$ cat src/rtl/button_debouncer.sv
// Debounced push-button front end: two-flop synchronizer, debounce FSM,
// registered level plus press/release/long-press pulses and a press counter.
module button_debouncer #(
    parameter logic [31:0] STABLE_CYCLES     = 32'd1_000_000,
    parameter logic [31:0] LONG_PRESS_CYCLES = 32'd100_000_000,
    parameter logic        ACTIVE_HIGH       = 1'b1
) (
    input  logic        clk,
    input  logic        rst,
    input  logic        btn_in,
    output logic        btn_level,
    output logic        press_pulse,
    output logic        release_pulse,
    output logic        long_press_pulse,
    output logic [15:0] press_count
);

    typedef enum logic [1:0] {
        RELEASED         = 2'b00,
        DEBOUNCE_PRESS   = 2'b01,
        PRESSED          = 2'b10,
        DEBOUNCE_RELEASE = 2'b11
    } state_t;

    localparam logic        PIN_IDLE    = ~ACTIVE_HIGH;
    localparam logic [31:0] STABLE_LAST = STABLE_CYCLES - 32'd1;
    localparam logic [31:0] LONG_LAST   = LONG_PRESS_CYCLES - 32'd1;

    logic        r_s1;
    logic        r_s2;
    state_t      r_state;
    state_t      w_state_next;
    logic [31:0] r_deb_cnt;
    logic [31:0] r_hold_cnt;
    logic        r_fired;
    logic        r_level;
    logic        r_press_pulse;
    logic        r_release_pulse;
    logic        r_long_pulse;
    logic [15:0] r_press_count;

    logic        w_deb_clr;
    logic        w_deb_inc;
    logic        w_accept_press;
    logic        w_accept_release;
    logic        w_level_next;
    logic        w_holding;
    logic        w_long_fire;

    // s1 holds the raw pin; polarity is normalized on the way into s2.
    always_ff @(posedge clk) begin
        if (rst) begin
            r_s1 <= PIN_IDLE;
            r_s2 <= 1'b0;
        end else begin
            r_s1 <= btn_in;
            r_s2 <= (r_s1 == ACTIVE_HIGH);
        end
    end

    always_ff @(posedge clk) begin
        if (rst) begin
            r_state <= RELEASED;
        end else begin
            r_state <= w_state_next;
        end
    end

    always_comb begin
        w_state_next     = r_state;
        w_deb_clr        = 1'b0;
        w_deb_inc        = 1'b0;
        w_accept_press   = 1'b0;
        w_accept_release = 1'b0;
        case (r_state)
            RELEASED: begin
                if (r_s2) begin
                    w_state_next = DEBOUNCE_PRESS;
                    w_deb_clr    = 1'b1;
                end
            end
            DEBOUNCE_PRESS: begin
                if (!r_s2) begin
                    w_state_next = RELEASED;
                    w_deb_clr    = 1'b1;
                end else if (r_deb_cnt == STABLE_LAST) begin
                    w_state_next   = PRESSED;
                    w_deb_clr      = 1'b1;
                    w_accept_press = 1'b1;
                end else begin
                    w_deb_inc = 1'b1;
                end
            end
            PRESSED: begin
                if (!r_s2) begin
                    w_state_next = DEBOUNCE_RELEASE;
                    w_deb_clr    = 1'b1;
                end
            end
            DEBOUNCE_RELEASE: begin
                if (r_s2) begin
                    w_state_next = PRESSED;
                    w_deb_clr    = 1'b1;
                end else if (r_deb_cnt == STABLE_LAST) begin
                    w_state_next     = RELEASED;
                    w_deb_clr        = 1'b1;
                    w_accept_release = 1'b1;
                end else begin
                    w_deb_inc = 1'b1;
                end
            end
            default: begin
                w_state_next = RELEASED;
                w_deb_clr    = 1'b1;
            end
        endcase
    end

    always_comb begin
        w_level_next = (w_state_next == PRESSED) || (w_state_next == DEBOUNCE_RELEASE);
        w_holding    = (r_state == PRESSED) || (r_state == DEBOUNCE_RELEASE);
        w_long_fire  = w_holding && !r_fired && (r_hold_cnt == LONG_LAST);
    end

    always_ff @(posedge clk) begin
        if (rst || w_deb_clr) begin
            r_deb_cnt <= '0;
        end else if (w_deb_inc) begin
            r_deb_cnt <= r_deb_cnt + 32'd1;
        end
    end

    // Hold counter stops once the long press fires, so it never wraps.
    always_ff @(posedge clk) begin
        if (rst) begin
            r_hold_cnt <= '0;
            r_fired    <= 1'b0;
        end else if (w_accept_press) begin
            r_hold_cnt <= '0;
            r_fired    <= 1'b0;
        end else begin
            if (w_holding && !r_fired && !w_long_fire) begin
                r_hold_cnt <= r_hold_cnt + 32'd1;
            end
            if (w_accept_release) begin
                r_fired <= 1'b0;
            end else if (w_long_fire) begin
                r_fired <= 1'b1;
            end
        end
    end

    always_ff @(posedge clk) begin
        if (rst) begin
            r_level         <= 1'b0;
            r_press_pulse   <= 1'b0;
            r_release_pulse <= 1'b0;
            r_long_pulse    <= 1'b0;
            r_press_count   <= '0;
        end else begin
            r_level         <= w_level_next;
            r_press_pulse   <= w_accept_press;
            r_release_pulse <= w_accept_release;
            r_long_pulse    <= w_long_fire;
            if (w_accept_press) begin
                r_press_count <= r_press_count + 16'd1;
            end
        end
    end

    assign btn_level        = r_level;
    assign press_pulse      = r_press_pulse;
    assign release_pulse    = r_release_pulse;
    assign long_press_pulse = r_long_pulse;
    assign press_count      = r_press_count;

endmodule
$ cat config.mk
export PLATFORM = sky130hd
export DESIGN_NAME = button_debouncer
export DESIGN_NICKNAME = d
export VERILOG_FILES = /design/src/rtl/button_debouncer.sv
export SDC_FILE = /design/constraint.sdc
export NUM_CORES = 1
export LEC_CHECK = 0
export CAP_MARGIN = 20
export CORE_ASPECT_RATIO = 0.9
export CORE_MARGIN = 2
export CORE_UTILIZATION = 50
export CTS_CLUSTER_DIAMETER = 40
export DETAILED_ROUTE_END_ITERATION = 10
export PLACE_DENSITY = 0.74
export RECOVER_POWER = 50
export SYNTH_ARGS = -nofsm -noshare
export SYNTH_HDL_FRONTEND = slang
export SYNTH_SLANG_ARGS = --single-unit
$ cat constraint.sdc
create_clock -name clk -period 3.18 [get_ports clk]
set_clock_uncertainty 0.2 [all_clocks]
set_input_delay 0.636 -clock clk [delete_from_list [all_inputs] [get_ports clk]]
set_output_delay 0.636 -clock clk [all_outputs]
set_load 0.02 [all_outputs]
==> impl_metrics.sql <==
INSERT INTO impl_metrics (metric_group, metric, value, unit) VALUES
('synthesis', 'synth-edff-count', '0', ''),
('detailed_routing', 'drt_pass1_iterations', '5', ''),
('detailed_routing', 'met3WireLength', '262', 'um'),
('floorplanning', 'die_w', '101', 'um'),
('worst_setup_path', 'cp-end-kind', 'flip-flop', ''),
('synthesis', 'synth_sequential_area_ratio', '41.8', '%'),
('detailed_routing', 'top_signal_layer_used', 'met4', ''),
('clock_tree', 'ctsResizeCount', '0', ''),
('detailed_routing', 'postRouteAntennaNets', '0', ''),
('worst_setup_path', 'critical_path.cell_chain', 'nor4_1 > nand4_1 > o311ai_4 > a21boi_4 > nor3_1', ''),
('power', 'p_seq_share', '55.3', '%'),
('worst_setup_path', 'cp_slowest_cell', 'a21boi_4', ''),
('floorplanning', 'die_height', '91.1', 'um'),
('clock_tree', 'worstSkewPairLatency', '0.35', 'ns'),
('synthesis', 'synthArstFlopShare', '0', '%'),
('synthesis', 'postSynthNetCount', '508', ''),
('sta', 'setup_repair_after_global_routing_missed_its_margin', 'no', ''),
('global_route', 'groute.usage.overall', '20.7', '%'),
('floorplanning', 'floorplan.die_area', '9170', 'um2'),
('sta', 'tns', '0', 'ns'),
('clock_tree', 'clock_path_buffers', '2', ''),
('worst_setup_path', 'critPathRequiredTime', '3.19', 'ns'),
('detailed_routing', 'viasPerCell', '5.93', ''),
('place', 'placed_cells', '611', ''),
('place', 'numPortBuffers', '22', ''),
('sta', 'hold_viol', '0', ''),
('hold_path', 'class_of_the_tightest_hold_or_removal_check', 'reg2reg', ''),
('power', 'power.share.clock', '43.0', '%'),
('synthesis', 'synth_cell_types', '50', ''),
('synthesis', 'synth_area', '4210', 'um2'),
('sta', 'max_freq', '373', 'MHz'),
('detailed_routing', 'routedLengthMet1', '4260', 'um'),
('synthesis', 'synth.ff_latch_count', '88', ''),
('worst_setup_path', 'startpoint_type', 'flip-flop', ''),
('synthesis', 'netlist_top_cells_area', 'dfxtp_1 42%, nor2_1 5.3%, xnor2_1 4.4%', ''),
('finish', 'stdcell_count', '627', ''),
('worst_setup_path', 'rrSetupSlack', '0.50', 'ns'),
('global_route', 'grt_pass1_vias', '3349', ''),
('outcome', 'run_status', 'complete, no violations', ''),
('place', 'dp_hpwl', '6420', 'um'),
('power', 'totalPowerFinal', '2000', 'uW'),
('worst_setup_path', 'crit_path_max_fanout', '25', ''),
('global_route', 'antenna_violations_before_repair', '0', ''),
('detailed_routing', 'dr.first_iter.drc_count', '171', ''),
('place', 'place.gp.congestion', '0.890', ''),
('clock_tree', 'cts_htree_levels', '3', ''),
('finish', 'final_nets', '529', ''),
('sta', 'relSlewSlack', '38.2', '%'),
('power', 'p_per_cell_area', '423', 'nW/um2'),
('global_route', 'grt_first_pass_wirelength', '15700', 'um'),
('clock_tree', 'cts_setup_buffers', '0', ''),
('detailed_routing', 'detail_route.drc_violations', '0', ''),
('synthesis', 'share_of_the_synthesized_area_in_the_top_cell_type', '41.8', '%'),
('synthesis', 'syn_inst', '502', ''),
('synthesis', 'synth_warnings', '0', ''),
('sta', 'period_needed', '2.68', 'ns'),
('detailed_routing', 'route.vias.total', '3715', ''),
('clock_tree', 'ctsRootBufferMaster', 'clkbuf_8', ''),
('synthesis', 'post-synth-top-area-cell', 'dfxtp_1', ''),
('synthesis', 'count_leader_synth', 'dfxtp_1', ''),
('clock_tree', 'numClockSinks', '88', ''),
('global_route', 'grt_remaining_overflow', '0', ''),
('worst_setup_path', 'setup.worst_path.class', 'reg2reg', ''),
('synthesis', 'synthesis.area_per_instance', '8.39', 'um2'),
('floorplanning', 'io_pins', '23', ''),
('power', 'p_sw_share', '21.1', '%'),
('sta', 'final_min_period_over_clock_period', '84.3', '%'),
('global_route', 'pin_count_of_the_biggest_net_entering_global_routing', '26', ''),
('finish', 'diodes', '0', ''),
('power', 'static-leakage-power', '0.00151', 'uW'),
('finish', 'synthToLayoutAreaGrowth', '12.1', '%');
## cells by family (layout without fill, tap and decap cells)
kind of cell	after synthesis	count (layout)	synth area share, %
compound gates	83	83	12.7
simple gates	257	257	32.9
fa+ha+maj	3	3	0.891
flops	88	88	41.8
xor+xnor	39	39	8.11
buf+inv	30	56	3.15
mux	2	2	0.475
## state kept, by name, indices dropped and copies added, names as in the netlist
| signal | cells |
|---|---|
| r_deb_cnt | 32 |
| press_count | 16 |
| long_press_pulse | 1 |
| release_pulse | 1 |
| r_s1 | 1 |
| r_fired | 1 |
| press_pulse | 1 |
| r_state | 2 |
| r_s2 | 1 |
| r_hold_cnt | 32 |
## worst paths after layout
kind / from / end / cells past startpoint
max: r_deb_cnt[7] / r_deb_cnt[9] / 5
min reg2reg: r_s1 / r_s2 / 1
min: r_s1 / r_s2 / 1
max reg2reg: r_deb_cnt[7] / r_deb_cnt[9] / 5
## metal layers
metal,up-vias,global-route usage [%]
met5,-,0
met4,0,6.85
met3,13,4.54
met2,57,33.6
met1,1780,27.2
li1,1865,-
## power by group through the flow
stage	registers, uW	logic [uW]	clock network, uW
finish	1100	33.5	857
global route	1100	37.1	920
CTS	1100	35.5	882
detailed placement	1130	35.4	0
global placement	1130	35.3	0
floorplan	1130	27.5	0
## stage by stage
step	setup slack, ns	hold WS (ns)	instance area [um2]
final	0.499	0.244	4720
after global routing	0.247	0.259	4720
after CTS	0.522	0.249	4730
after detailed placement	0.530	0.228	4510
after global placement	0.648	0.230	4510
after floorplan	0.994	0.214	4210
## cell type report
| cell class | count | area [um2] |
|---|---|---|
| clock buffer | 11 | 141 |
| clock inverter | 5 | 80.1 |
| fill | 729 | 3390 |
| inverter | 13 | 48.8 |
| multi-input combinational | 384 | 2320 |
| sequential | 88 | 1760 |
| tap | 99 | 124 |
| timing repair buffer | 27 | 246 |
## layout by cell type (no fill, tap or decap), drive strengths merged, types with 12 or more instances in the layout
master,n
xor2,18
dfxtp,88
and3,12
nand2,39
o21ai,24
nor4,19
dlygate4sd3,21
nand4,28
or3,21
xnor2,21
nor2,60
nand3,21
a21oi,32
clkbuf,14
inv,12
nor3,16
No activity file was read; power rests on OpenSTA's default activity.
